### src/rtl/uart_cmd_seq.sv
// uart_cmd_seq: buffers a loadable byte sequence and streams it into uart_tx under the rdy/vld handshake
module uart_cmd_seq #(
    parameter int DEPTH       = 64,
    parameter int GAP_CYCLES  = 16,
    parameter int ACK_TIMEOUT = 1024
) (
    input  logic                     clk_i,
    input  logic                     rst_n_i,
    input  logic [7:0]               load_data_i,
    input  logic                     load_vld_i,
    input  logic                     load_clr_i,
    input  logic                     start_i,
    input  logic                     abort_i,
    input  logic                     uart_tx_data_rdy_i,
    output logic [7:0]               uart_tx_data_o,
    output logic                     uart_tx_data_vld_o,
    output logic                     busy_o,
    output logic                     done_o,
    output logic                     err_o,
    output logic                     load_full_o,
    output logic [$clog2(DEPTH):0]   seq_len_o,
    output logic [$clog2(DEPTH):0]   sent_cnt_o
);
    localparam int AW   = $clog2(DEPTH);
    localparam int LW   = AW + 1;
    localparam int CMAX = (ACK_TIMEOUT > GAP_CYCLES) ? ACK_TIMEOUT : GAP_CYCLES;
    localparam int CW   = $clog2(CMAX + 1);

    typedef enum logic [2:0] {IDLE, WAIT_RDY, OFFER, WAIT_ACK, GAP} state_t;

    state_t        r_state, w_state_nxt;
    logic [7:0]    r_mem [DEPTH];
    logic [LW-1:0] r_seq_len, r_rd_ptr, r_sent_cnt;
    logic [CW-1:0] r_cnt, w_cnt_nxt;
    logic          r_err, r_done, r_abort;
    logic          w_done_nxt, w_ld, w_wr, w_start, w_accept, w_timeout, w_abort, w_full, w_gap_end, w_last;

    // loads are blocked in the start cycle so seq_len cannot change under a starting run
    assign w_ld      = r_state == IDLE && !start_i;
    assign w_full    = r_seq_len == LW'(DEPTH);
    assign w_wr      = w_ld && load_vld_i && !load_clr_i && !w_full;
    assign w_start   = r_state == IDLE && start_i && r_seq_len != '0;
    assign w_abort   = abort_i | r_abort;
    assign w_accept  = r_state == WAIT_ACK && !uart_tx_data_rdy_i;
    assign w_timeout = r_state == WAIT_ACK && uart_tx_data_rdy_i && r_cnt == CW'(ACK_TIMEOUT - 1);
    assign w_gap_end = uart_tx_data_rdy_i && r_cnt == CW'(GAP_CYCLES);
    assign w_last    = r_sent_cnt == r_seq_len || w_abort;

    always_comb begin
        w_state_nxt = r_state;
        w_done_nxt  = 1'b0;
        w_cnt_nxt   = '0;
        case (r_state)
            IDLE: begin
                w_state_nxt = w_start ? WAIT_RDY : IDLE;
                w_done_nxt  = start_i && r_seq_len == '0;
            end
            WAIT_RDY: begin
                w_state_nxt = w_abort ? IDLE : uart_tx_data_rdy_i ? OFFER : WAIT_RDY;
                w_done_nxt  = w_abort;
            end
            OFFER: begin
                w_state_nxt = WAIT_ACK;
                w_cnt_nxt   = r_cnt + CW'(1);
            end
            WAIT_ACK: begin
                w_state_nxt = w_accept ? GAP : w_timeout ? IDLE : WAIT_ACK;
                w_done_nxt  = w_timeout;
                w_cnt_nxt   = uart_tx_data_rdy_i ? r_cnt + CW'(1) : '0;
            end
            GAP: begin
                w_state_nxt = !w_gap_end ? GAP : w_last ? IDLE : WAIT_RDY;
                w_done_nxt  = w_gap_end && w_last;
                w_cnt_nxt   = w_gap_end ? '0 : r_cnt + CW'(uart_tx_data_rdy_i);
            end
            default: w_state_nxt = IDLE;
        endcase
    end

    always_ff @(posedge clk_i or negedge rst_n_i) begin
        if (!rst_n_i) begin
            r_state    <= IDLE;
            r_cnt      <= '0;
            r_done     <= 1'b0;
            r_err      <= 1'b0;
            r_abort    <= 1'b0;
            r_seq_len  <= '0;
            r_rd_ptr   <= '0;
            r_sent_cnt <= '0;
        end else begin
            r_state    <= w_state_nxt;
            r_cnt      <= w_cnt_nxt;
            r_done     <= w_done_nxt;
            r_err      <= w_start ? 1'b0 : r_err | w_timeout;
            r_abort    <= w_state_nxt == IDLE ? 1'b0 : r_abort | (abort_i && r_state != IDLE);
            r_seq_len  <= (w_ld && load_clr_i) ? '0 : r_seq_len + LW'(w_wr);
            r_rd_ptr   <= w_start ? '0 : r_rd_ptr + LW'(w_accept);
            r_sent_cnt <= w_start ? '0 : r_sent_cnt + LW'(w_accept);
        end
    end

    always_ff @(posedge clk_i) begin
        if (w_wr) r_mem[r_seq_len[AW-1:0]] <= load_data_i;
    end

    // data follows rd_ptr, which only moves once uart_tx has dropped rdy
    assign uart_tx_data_o     = r_state == IDLE ? 8'h00 : r_mem[r_rd_ptr[AW-1:0]];
    assign uart_tx_data_vld_o = r_state == WAIT_RDY && uart_tx_data_rdy_i && !abort_i;
    assign busy_o             = r_state != IDLE;
    assign done_o             = r_done;
    assign err_o              = r_err;
    assign load_full_o        = w_full;
    assign seq_len_o          = r_seq_len;
    assign sent_cnt_o         = r_sent_cnt;
endmodule

### config.mk
export PLATFORM = sky130hd
export DESIGN_NAME = uart_cmd_seq
export DESIGN_NICKNAME = d
export VERILOG_FILES = /design/src/rtl/uart_cmd_seq.sv
export SDC_FILE = /design/constraint.sdc
export NUM_CORES = 1
export LEC_CHECK = 0
export ABC_AREA = 1
export BUFFER_PORTS_ARGS = -buffer_cell sky130_fd_sc_hd__buf_2
export CAP_MARGIN = 20
export CORE_ASPECT_RATIO = 2
export CORE_MARGIN = 1.5
export CORE_UTILIZATION = 45
export CTS_CLUSTER_DIAMETER = 200
export DETAILED_ROUTE_END_ITERATION = 8
export PLACE_DENSITY_LB_ADDON = 0.3
export SYNTH_ARGS = -nofsm -noshare
export SYNTH_HDL_FRONTEND = slang
export SYNTH_SLANG_ARGS = --single-unit
### constraint.sdc
create_clock -name clk_i -period 2.55 [get_ports clk_i]
set_input_delay 0.51 -clock clk_i [delete_from_list [all_inputs] [get_ports clk_i]]
set_output_delay 0.51 -clock clk_i [all_outputs]
set_load 0.02 [all_outputs]
==> results of run 1 <==
layer usage:
layer	GRT usage, %	share of wire [%]	vias up	routed length [µm]
met5	0	0	-	0
met4	15.6	6.3	0	4080
met3	2.62	5.3	179	3430
met2	45.1	54	671	34600
met1	26.6	34	7851	22200
li1	-	-	7442	-
worst max-delay path, stage by stage, from the launching register on:
cell and delay (ns):
sky130_fd_sc_hd__dfrtp_4 0.58, sky130_fd_sc_hd__buf_12 0.20, sky130_fd_sc_hd__buf_12 0.14, sky130_fd_sc_hd__buf_12 0.13
sky130_fd_sc_hd__nand2_1 0.05, sky130_fd_sc_hd__nand3_1 0.09, sky130_fd_sc_hd__nand3_1 0.11, sky130_fd_sc_hd__nand2_2 0.12
sky130_fd_sc_hd__nand2_1 0.06, sky130_fd_sc_hd__nand3_1 0.13, sky130_fd_sc_hd__nand3_2 0.13, sky130_fd_sc_hd__a21oi_4 0.23
sky130_fd_sc_hd__buf_6 0.14
flip-flops by register name, indices dropped and copies added (netlist names):
register / count
r_mem: 512
r_cnt: 11
sent_cnt_o: 7
seq_len_o: 7
r_rd_ptr: 6
r_state: 3
done_o: 1
err_o: 1
r_abort: 1
cells in the mapped netlist, types with 2 or more instances:
| cell | count | area, µm² |
|---|---|---|
| sky130_fd_sc_hd__nand2_2 | 4 | 25.0 |
| sky130_fd_sc_hd__buf_4 | 14 | 105 |
| sky130_fd_sc_hd__buf_2 | 66 | 330 |
| sky130_fd_sc_hd__inv_1 | 50 | 188 |
| sky130_fd_sc_hd__dfrtp_1 | 37 | 926 |
| sky130_fd_sc_hd__nor4_1 | 3 | 18.8 |
| sky130_fd_sc_hd__a21boi_0 | 5 | 37.5 |
| sky130_fd_sc_hd__nand4_1 | 6 | 37.5 |
| sky130_fd_sc_hd__nor2_2 | 2 | 12.5 |
| sky130_fd_sc_hd__o22ai_1 | 6 | 37.5 |
| sky130_fd_sc_hd__xor2_1 | 16 | 140 |
| sky130_fd_sc_hd__clkbuf_1 | 16 | 60.1 |
| sky130_fd_sc_hd__nor2_1 | 111 | 417 |
| sky130_fd_sc_hd__nand3_4 | 4 | 70.1 |
| sky130_fd_sc_hd__nor2_8 | 3 | 60.1 |
| sky130_fd_sc_hd__nor3_1 | 13 | 65.1 |
| sky130_fd_sc_hd__nand2_1 | 666 | 2500 |
| sky130_fd_sc_hd__xnor2_1 | 4 | 35.0 |
| sky130_fd_sc_hd__clkinv_1 | 3 | 11.3 |
| sky130_fd_sc_hd__nand3_1 | 417 | 2090 |
| sky130_fd_sc_hd__edfxtp_1 | 512 | 15400 |
| sky130_fd_sc_hd__buf_1 | 13 | 48.8 |
| sky130_fd_sc_hd__a21oi_1 | 30 | 150 |
| sky130_fd_sc_hd__ha_1 | 11 | 138 |
| sky130_fd_sc_hd__o21ai_0 | 19 | 95.1 |
| sky130_fd_sc_hd__a211oi_1 | 2 | 15.0 |
| sky130_fd_sc_hd__o211ai_1 | 5 | 37.5 |
| sky130_fd_sc_hd__o32ai_1 | 2 | 17.5 |
| sky130_fd_sc_hd__inv_2 | 2 | 7.51 |
final timing paths:
path	start	slack [ns]	to	cells past startpoint
worst max register to register	r_state[2]	0.23	sent_cnt_o[6]	12
worst min-delay path	start_i	0.28	seq_len_o[4]	3
min in group asynchronous	rst_n_i	0.49	seq_len_o[6]	2
max in group asynchronous	rst_n_i	1.41	r_cnt[8]	3
worst min register to register	err_o	0.52	err_o	2
worst max-delay path	r_rd_ptr[0]	-0.65	uart_tx_data_o[0]	12
cells by family after synthesis:
| family | count (synthesis) | share of synthesized area (%) |
|---|---|---|
| adder cells (fa/ha/maj) | 11 | 0.594 |
| XOR/XNOR | 20 | 0.756 |
| buffers and inverters | 166 | 3.32 |
| multiplexers | 1 | 0.0432 |
| AO/OA/AOI/OAI | 74 | 1.84 |
| flip-flops | 549 | 70.3 |
| AND/OR/NAND/NOR | 1236 | 23.1 |
cells in the final DEF, fill, tap and decap left out, types with 34 or more instances in the layout:
master	n
sky130_fd_sc_hd__nand2_1	649
sky130_fd_sc_hd__edfxtp_1	512
sky130_fd_sc_hd__nand3_1	369
sky130_fd_sc_hd__nor2_1	109
sky130_fd_sc_hd__buf_4	107
sky130_fd_sc_hd__clkbuf_16	50
sky130_fd_sc_hd__inv_1	49
sky130_fd_sc_hd__nand3_2	49
sky130_fd_sc_hd__buf_12	35
sky130_fd_sc_hd__dfrtp_1	34
final cells by class:
type                            instances  area [µm²]  share of cell area [%]
Sequential cell                       549       16300                    59.1
Multi-Input combinational cell       1342        6480                    23.5
Timing Repair Buffer                  206        2280                    8.26
Tap cell                              654         818                    2.97
Clock buffer                           50        1190                    4.30
Clock inverter                         34         279                    1.01
Inverter                               55         220                   0.798
Timing Repair inverter                  1        16.3                  0.0589
what timing repair did:
| item | in CTS | in global routing |
|---|---|---|
| setup buffers | 2 | 3 |
| hold endpoints to repair | 26 | 0 |
| cloned | 9 | 3 |
| hold buffers | 1 | 0 |
| endpoints found under the setup margin | 8 | 8 |
| resized for setup | 80 | 52 |
| pin swaps | 5 | 17 |
power by group through the flow:
stage                     combinational [mW]  sequential (mW)  clock, mW
after floorplan                         3.60             10.3          0
final                                   7.18             10.1       7.01
after global placement                  5.98             10.2          0
after CTS                               6.74             10.1       7.09
after detailed placement                6.02             10.3          0
after global routing                    7.70             10.1       7.40
==> qor.yml, run 1 <==
clock-root-buffer: "sky130_fd_sc_hd__clkbuf_16"
synth-seq-area-share_pct: 70.3
final_period_minus_worst_setup_slack_ns: 3.20
p_leak_nw: 10.4
cp.required_ns: 2.04
power.net_switching_mw: 7.90
ant_nets: 0
sw_frac_of_total_pct: 32.5
finalPower_mw: 24.3
route.vias.total: 16143
clk_latency_ns: 0.59
p_comb_share_pct: 29.6
yosys_most_used_dff: "sky130_fd_sc_hd__edfxtp_1"
synth_enable_flop_cells: 512
n_antenna_cell: 0
grt_antenna_before_repair: 0
cts-root-to-sink-buffers: 3
synth_area_um2: 23200
instances_no_fill: 2891
start_util_pct: 45.5
detailed_place.area_um2: 25200
skew_ns: 0.0263
grt_pass1_wl_um: 96000
first_pass_iters: 6
cts_inserted_buffers: 45
hold_ws_ns: 0.282
leftover_overflow_at_the_end_of_global_routing: 0
port_buffers: 41
netlist_instances: 2057
ratio_of_final_minimum_period_to_clock_period_pct: 125
worst_vdd_ir_v: 0.000577
nets: 2226
setup.worst_path.start_class: "flop"
register_bit_total_from_synthesis: 549
relSlewSlack_pct: 53.2
final_area_um2: 27600
report.final.setup_viol: 8
min_path_type: "input pin to flop"
synth.distinct_cells: 44
failed_checks: "setup timing"
synth.net_count: 2083
fill_cells: 4288
dp_worst_setup_slack_ns: -0.0988
maximum_number_of_pins_on_one_net_before_global_route_repair: 65
finalHoldViolations: 0
top_level_ports: 42
std_cell_rows: 117
layout_stage_area_growth_over_the_synthesis_result_pct: 19.1
htree_num_levels: 2
share_seq_of_total_power_pct: 41.5
cts.sinks: 549
tritoncts: "done"
final_core_utilization_pct: 54.2
drive_above_1_share_pct: 16.6
synth_area_per_cell_um2: 11.3
final_max_slew_viol_count: 0
grt_pass1_vias: 16146
place_congestion: 0.868
worstMarginPinSlew_ns: 0.696
clk_pin_slew_ns: 0.07
p_per_area_nw_per_um2: 880
placed_cells: 2788
timing.setup.tns_ns: -4.83
die_area_um2: 52900
die_h_um: 324
power_report.internal_total_mw: 16.4
route.detailed.wl_per_inst_um: 22.2
synth-async-reset-ratio_pct: 6.74
crit_type: "flop to primary output"
drt_first_iter_violations: 1556
track_usage_pct: 24.6
post-dp-hpwl_um: 40500
grt_setup_unrepaired: "true"
arrival_ns: 2.69
endpoint_type_of_the_worst_setup_path: "primary output"
clockPowerShare_pct: 28.9
horizontal_extent_of_the_die_um: 163
postRouteWirelength_um: 64300
outcome: "finished with violations"
timing.max_cap.violations: 0
routed_via_density: 5.58
synth-warning-count: 0
floorplan.core_area_um2: 50900
timing.fmax_mhz: 313
drcViolationCount: 0
postLayoutSetupSlackWorst_ns: -0.646
critical_path_peak_fanout: 13
(Power assumes the default switching activity.)
==> run 2, diff against run 1 <==
- CORE_UTILIZATION: 45 -> 57
- clock period: 2.55 -> 2.6 ns (I/O delays scaled with it)
==> run 2 against run 1 <==
The run still ends with setup timing left. Combinational power is 6.1% higher. Sequential power about the same. Largest cell class unchanged. Clock power up 3%. Register-to-register slack got worse by 0.11 ns. Sequential cell count is the same. Cell count fell by 4.8%. Highest routed layer unchanged. Wire length rose by 5.5%. Critical path depth is 1 higher. Hold slack lost 0.0014 ns. Global-route usage is 6.7 points higher. Power is 1.6% higher.
==> qor.yml, run 2 (synthesis gave the netlist of run 1 again) <==
grt_setup_unrepaired: "true"
tritoncts: "done"
maximum_number_of_pins_on_one_net_before_global_route_repair: 65  # unchanged
place_congestion: 0.899  # +3.5%
final_period_minus_worst_setup_slack_ns: 3.26
ratio_of_final_minimum_period_to_clock_period_pct: 125
clock-root-buffer: "sky130_fd_sc_hd__clkbuf_16"
horizontal_extent_of_the_die_um: 146  # -11%
p_leak_nw: 10.4  # +0.29%
std_cell_rows: 104  # -11%
failed_checks: "setup timing"
cp.required_ns: 2.08  # +0.04 ns
critical_path_peak_fanout: 8  # -5
clk_latency_ns: 0.58  # about the same
cts.sinks: 549  # unchanged
track_usage_pct: 31.3  # +6.7 points
finalHoldViolations: 0  # unchanged
layout_stage_area_growth_over_the_synthesis_result_pct: 19.6
timing.setup.tns_ns: -4.94  # -0.105 ns
port_buffers: 41  # unchanged
routed_via_density: 6.13  # +9.9%
top_level_ports: 42  # unchanged
cpMaxStageDelayCell: "sky130_fd_sc_hd__dfrtp_4"
timing.fmax_mhz: 306
nets: 2211  # -0.67%
finalPower_mw: 24.7  # +1.6%
relSlewSlack_pct: 42.2  # -11 points
n_antenna_cell: 0  # unchanged
ant_nets: 0  # unchanged
post-dp-hpwl_um: 39900  # -1.3%
timing.max_cap.violations: 0  # unchanged
final_cell_mix: "616 x sky130_fd_sc_hd__nand2_1, 512 x sky130_fd_sc_hd__edfxtp_1, 353 x sky130_fd_sc_hd__nand3_1"
drcViolationCount: 0  # unchanged
fill_cells: 2685  # -37%
grt_pass1_vias: 16581  # +2.7%
drive_above_1_share_pct: 18.6  # +2.0 points
start_util_pct: 57.6  # +12 points
grt_pass1_wl_um: 97600  # +1.7%
outcome: "finished with violations"
first_pass_iters: 6  # unchanged
min_path_type: "input pin to flop"
drt_first_iter_violations: 1716  # +10%
arrival_ns: 2.74  # +0.05 ns
clk_pin_slew_ns: 0.07  # about the same
final_max_slew_viol_count: 0  # unchanged
grt_antenna_before_repair: 0  # unchanged
worstMarginPinSlew_ns: 0.864  # +0.168 ns
crit_type: "flop to primary output"
p_per_area_nw_per_um2: 890  # +1.2%
worst_vdd_ir_v: 0.000542  # -6.1%
endpoint_type_of_the_worst_setup_path: "primary output"
report.final.setup_viol: 8  # unchanged
mostFrequentLayoutCell: "sky130_fd_sc_hd__nand2_1"
largest_reg_flops: 512  # unchanged
crit_path_cell_trace: "buf_12, buf_12, buf_8, clkbuf_16, nand2_1, nand3_1, nand3_2, nand2_2, nand2_2, nand3_2, nand3_1, a21oi_2, buf_4"
skew_ns: 0.0220  # -0.00423 ns
dp_worst_setup_slack_ns: -0.136  # -0.0374 ns
postLayoutSetupSlackWorst_ns: -0.663  # -0.0167 ns
setup.worst_path.start_class: "flop"
cts_inserted_buffers: 45  # unchanged
postRouteWirelength_um: 67800  # +5.5%
route.vias.total: 16876  # +4.5%
die_h_um: 288  # -11%
route.detailed.wl_per_inst_um: 24.7  # +11%
floorplan.core_area_um2: 40200  # -21%
slowest_delay_ns: 0.46  # -0.12 ns
die_area_um2: 41900  # -21%
htree_num_levels: 2  # unchanged
leftover_overflow_at_the_end_of_global_routing: 0  # unchanged
cts-root-to-sink-buffers: 3  # unchanged
==> run 2: cell type report <==
| cell class | count | area (µm²) | share of cell area, % |
|---|---|---|---|
| Clock buffer | 54 | 1200 | 4.34 |
| Multi-Input combinational cell | 1342 | 6630 | 23.9 |
| Inverter | 55 | 234 | 0.845 |
| Timing Repair inverter | 1 | 30.0 | 0.108 |
| Tap cell | 530 | 663 | 2.39 |
| Timing Repair Buffer | 191 | 2300 | 8.31 |
| Clock inverter | 29 | 338 | 1.22 |
| Sequential cell | 549 | 16300 | 58.9 |
==> run 2: worst max-delay path, delay by kind of cell (launching register included) <==
kind / cells / cell delay (ns)
AOI/OAI and AO/OA: 1 / 0.19
buffers and inverters: 5 / 0.80
and+or+nand+nor: 7 / 0.70
DFF: 1 / 0.46
==> run 2: routing by layer <==
layer | GRT usage (%) | vias to the layer above | wire length, µm | share of wire (%)
met5 | 0 | - | 0 | 0
met4 | 22.3 | 0 | 5480 | 8.1
met3 | 3.85 | 297 | 4920 | 7.2
met2 | 55.6 | 1011 | 35300 | 52
met1 | 34.9 | 8150 | 22100 | 33
li1 | - | 7418 | - | -
==> run 2: power breakdown <==
| part | total, mW | switching [mW] | leakage [nW] | internal (mW) |
|---|---|---|---|---|
| Combinational | 7.62 | 4.84 | 4.54 | 2.79 |
| Clock | 7.19 | 3.16 | 0.751 | 4.03 |
| Sequential | 9.85 | 0.0922 | 5.10 | 9.75 |
| Total | 24.7 | 8.09 | 10.4 | 16.6 |
==> run 2: final timing paths <==
path                             startpoint                end  slack (ns)  depth (start not counted)
worst max-delay path            r_rd_ptr[0]  uart_tx_data_o[4]       -0.66                         13
worst min-delay path                start_i       seq_len_o[4]        0.28                          3
worst max register to register   r_state[1]       r_mem[14][4]        0.12                          9
worst min register to register        err_o              err_o        0.52                          2
max in group asynchronous           rst_n_i           r_cnt[8]        1.43                          3
min in group asynchronous           rst_n_i      sent_cnt_o[3]        0.52                          2
==> run 2: per-stage QoR <==
stage / cell area [µm²] / utilization, % / cells / hold WS (ns)
after floorplan: 23200 / - / 2057 / 0.224
after global placement: 24700 / 61.5 / 2631 / 0.483
after detailed placement: 24700 / 61.5 / 2631 / 0.514
after CTS: 26900 / 66.9 / 2731 / 0.264
after global routing: 27700 / 68.9 / 2751 / 0.303
final: 27700 / 68.9 / 2751 / 0.280
==> run 2: timing repair <==
action	CTS	global route
pin swaps	9	48
gates resized for setup	74	115
hold endpoints to repair	25	0
buffers inserted	7	12
gates cloned	9	11
hold buffers	1	0
endpoints found under the setup margin	8	8
==> run 3, diff against run 2 <==
- ABC_AREA: 1 -> unset
- CORE_UTILIZATION: 57 -> 56
==> run 3 against run 2 <==
Highest routed layer unchanged. Critical endpoint is now uart_tx_data_o[0]. Largest power group unchanged. Power is 10% lower. The run still ends with setup timing left. First-iteration DRC count is 40% lower. Final area is 6.2% lower.
==> qor.yml, run 3 <==
grt_pass1_vias: 12513  # -25%
routed_via_density: 6.21  # +1.2%
tritoncts: "done"
drt_first_iter_violations: 1034  # -40%
timing.max_cap.violations: 0  # unchanged
p_per_area_nw_per_um2: 852  # -4.3%
crit_type: "flop to primary output"
cts.sinks: 549  # unchanged
yosys_most_used_dff: "sky130_fd_sc_hd__edfxtp_1"
reg2reg_slack_ns: 0.15  # +0.03 ns
clockPowerShare_pct: 29.1  # about the same
crit_path_start: "r_rd_ptr[0]"
clk_latency_ns: 0.58  # about the same
route.vias.total: 11756  # -30%
arrival_ns: 2.98  # +0.24 ns
worstMarginPinSlew_ns: 0.909  # +0.0451 ns
drcViolationCount: 0  # unchanged
port_buffers: 41  # unchanged
critical_path_peak_fanout: 5  # -3
top_post_synthesis_cells_by_count: "512 x sky130_fd_sc_hd__edfxtp_1, 144 x sky130_fd_sc_hd__mux4_2, 101 x sky130_fd_sc_hd__nor2_1"
share_of_yosys_cell_area_claimed_by_the_top_area_cell_type_pct: 70.1  # +3.8 points
ff2ff_path_depth: 7  # -2
share_seq_of_total_power_pct: 44.7  # +4.8 points
min_path_type: "input pin to flop"
postLayoutSetupSlackWorst_ns: -0.897  # -0.234 ns
route.detailed.wl_per_inst_um: 28.5  # +15%
track_usage_pct: 27.5  # -3.8 points
clk_pin_slew_ns: 0.07  # about the same
synth.distinct_cells: 55  # +25%
htree_num_levels: 2  # unchanged
postRouteWirelength_um: 53900  # -20%
setup.worst_path.start_class: "flop"
timing.setup.tns_ns: -6.99  # -2.05 ns
synth_area_um2: 21900  # -5.4%
layout_stage_area_growth_over_the_synthesis_result_pct: 18.5
skew_ns: 0.0300  # +0.00800 ns
p_leak_nw: 8.62  # -17%
yosys.cell_count.top_type: "sky130_fd_sc_hd__edfxtp_1"
fill_cells: 2382  # -11%
synth_enable_flop_cells: 512  # unchanged
outcome: "finished with violations"
grt_antenna_before_repair: 0  # unchanged
die_area_um2: 40400  # -3.6%
yosysTopAreaCell: "sky130_fd_sc_hd__edfxtp_1"
register_bit_total_from_synthesis: 549  # unchanged
sw_frac_of_total_pct: 27.0  # -5.8 points
ratio_of_final_minimum_period_to_clock_period_pct: 134  # +9.0 points
synth_area_leaders: "sky130_fd_sc_hd__edfxtp_1 70%, sky130_fd_sc_hd__mux4_2 15%, sky130_fd_sc_hd__dfrtp_1 4.2%, sky130_fd_sc_hd__nor2_1 1.7%, sky130_fd_sc_hd__mux2i_1 1.4%"
std_cell_rows: 102  # -1.9%
cp.required_ns: 2.08  # about the same
synth-warning-count: 0  # unchanged
placed_cells: 1780  # -32%
failed_checks: "setup timing"
synth.net_count: 1129  # -46%
place_congestion: 0.933  # +3.8%
hold_path_startpoint: "load_data_i[4]"
finalHoldViolations: 0  # unchanged
final_period_minus_worst_setup_slack_ns: 3.50  # +0.234 ns
n_antenna_cell: 0  # unchanged
endpoint_type_of_the_worst_setup_path: "primary output"
instances_no_fill: 1894  # -31%
largest_reg_flops: 512  # unchanged
hold_ws_ns: 0.336  # +0.0557 ns
drive_above_1_share_pct: 35.2  # +17 points
synth-async-reset-ratio_pct: 6.74  # unchanged
leftover_overflow_at_the_end_of_global_routing: 0  # unchanged
power.net_switching_mw: 5.99  # -26%
relSlewSlack_pct: 39.4  # -2.8 points
first_pass_iters: 5  # -1
horizontal_extent_of_the_die_um: 143  # -1.8%
grt_setup_unrepaired: "true"
final_max_slew_viol_count: 0  # unchanged
die_h_um: 283  # -1.8%
nets: 1366  # -38%
crit-reg2reg-launch: "r_state[2]"
worst_vdd_ir_v: 0.000476  # -12%
netlist_instances: 1103  # -46%
maximum_number_of_pins_on_one_net_before_global_route_repair: 65  # unchanged
clock-root-buffer: "sky130_fd_sc_hd__clkbuf_16"
cts_inserted_buffers: 44  # -2.2%
start_util_pct: 56.7  # -0.94 points
synth-seq-area-share_pct: 74.3  # +4.0 points
final_core_utilization_pct: 67.2  # -1.7 points
power_report.internal_total_mw: 16.2  # -2.5%
p_comb_share_pct: 26.3  # -4.6 points
cts-root-to-sink-buffers: 3  # unchanged
report.final.setup_viol: 8  # unchanged
post-dp-hpwl_um: 35400  # -11%
final_cell_mix: "512 x sky130_fd_sc_hd__edfxtp_1, 180 x sky130_fd_sc_hd__buf_4, 144 x sky130_fd_sc_hd__mux4_2"
top_level_ports: 42  # unchanged
ant_nets: 0  # unchanged
mostFrequentLayoutCell: "sky130_fd_sc_hd__edfxtp_1"
timing.fmax_mhz: 286  # -6.7%
grt_pass1_wl_um: 79000  # -19%
floorplan.core_area_um2: 38700  # -3.8%
synth_area_per_cell_um2: 19.9  # +76%
hold_depth: 1  # -2
[run 3: worst max-delay path: stages, from the launching register on]
cell and delay, ns:
sky130_fd_sc_hd__dfrtp_4 0.52, sky130_fd_sc_hd__buf_6 0.15, sky130_fd_sc_hd__buf_12 0.14, sky130_fd_sc_hd__buf_12 0.13, sky130_fd_sc_hd__mux4_2 0.48, sky130_fd_sc_hd__mux4_2 0.53
sky130_fd_sc_hd__mux2i_4 0.21, sky130_fd_sc_hd__o21ai_2 0.09, sky130_fd_sc_hd__buf_6 0.15
[run 3: power groups by stage]
| stage | Clock [mW] | Combinational (mW) | Sequential (mW) |
|---|---|---|---|
| after detailed placement | 0 | 4.99 | 10.1 |
| after global routing | 6.80 | 6.07 | 9.90 |
| after floorplan | 0 | 3.03 | 10.1 |
| after global placement | 0 | 4.93 | 10.1 |
| final | 6.44 | 5.81 | 9.89 |
| after CTS | 6.52 | 5.61 | 9.89 |
[run 3: path summary, 6_finish.rpt]
kind                                     endpoint
worst max-delay path            uart_tx_data_o[0]
worst max register to register        r_mem[9][5]
worst min register to register              err_o
max in group asynchronous           sent_cnt_o[0]
min in group asynchronous             r_rd_ptr[0]
worst min-delay path                 r_mem[38][4]
[run 3: kinds of logic after synthesis]
| kind of cell | count (synthesis) | share of synthesized area (%) |
|---|---|---|
| muxes | 177 | 16.3 |
| xor gates and xnor gates | 19 | 0.759 |
| buffers and inverters | 62 | 1.21 |
| and+or+nand+nor | 211 | 4.49 |
| AOI/OAI and AO/OA | 74 | 2.25 |
| DFF | 549 | 74.3 |
| adders and majority gates | 11 | 0.628 |
[run 3: layer usage]
layer	track usage (%)	up-vias	share of wire [%]
li1	-	4962	-
met3	3.37	169	5.4
met5	0	-	0
met1	30.0	6073	32
met2	50.0	552	55
met4	18.0	0	7.4
[run 3: through the flow]
stage                     power (mW)  area (µm²)  setup slack, ns
final                           22.1       26000           -0.897
after global routing            22.8       26000           -0.924
after floorplan                 13.1       22000          0.00182
after detailed placement        15.1       24000           -0.385
after global placement          15.0       24000           -0.360
after CTS                       22.0       25800           -0.903
[run 3: what timing repair did]
item                                   CTS  global route
setup buffers                           19            10
setup endpoints to repair                8           497
gates cloned                             3             2
pin swaps                                7             7
endpoints found under the hold margin   21             0
gates resized for setup                 43            10
hold buffers                             1             0
[run 3: cell type report]
class,instances,area [µm²],area share (%)
timing repair buffer,245,2130,8.20
clock buffer,60,1200,4.63
sequential,549,16300,62.8
multi-input combinational,492,5500,21.2
clock inverter,20,164,0.631
tap,520,651,2.50
inverter,8,30.0,0.116
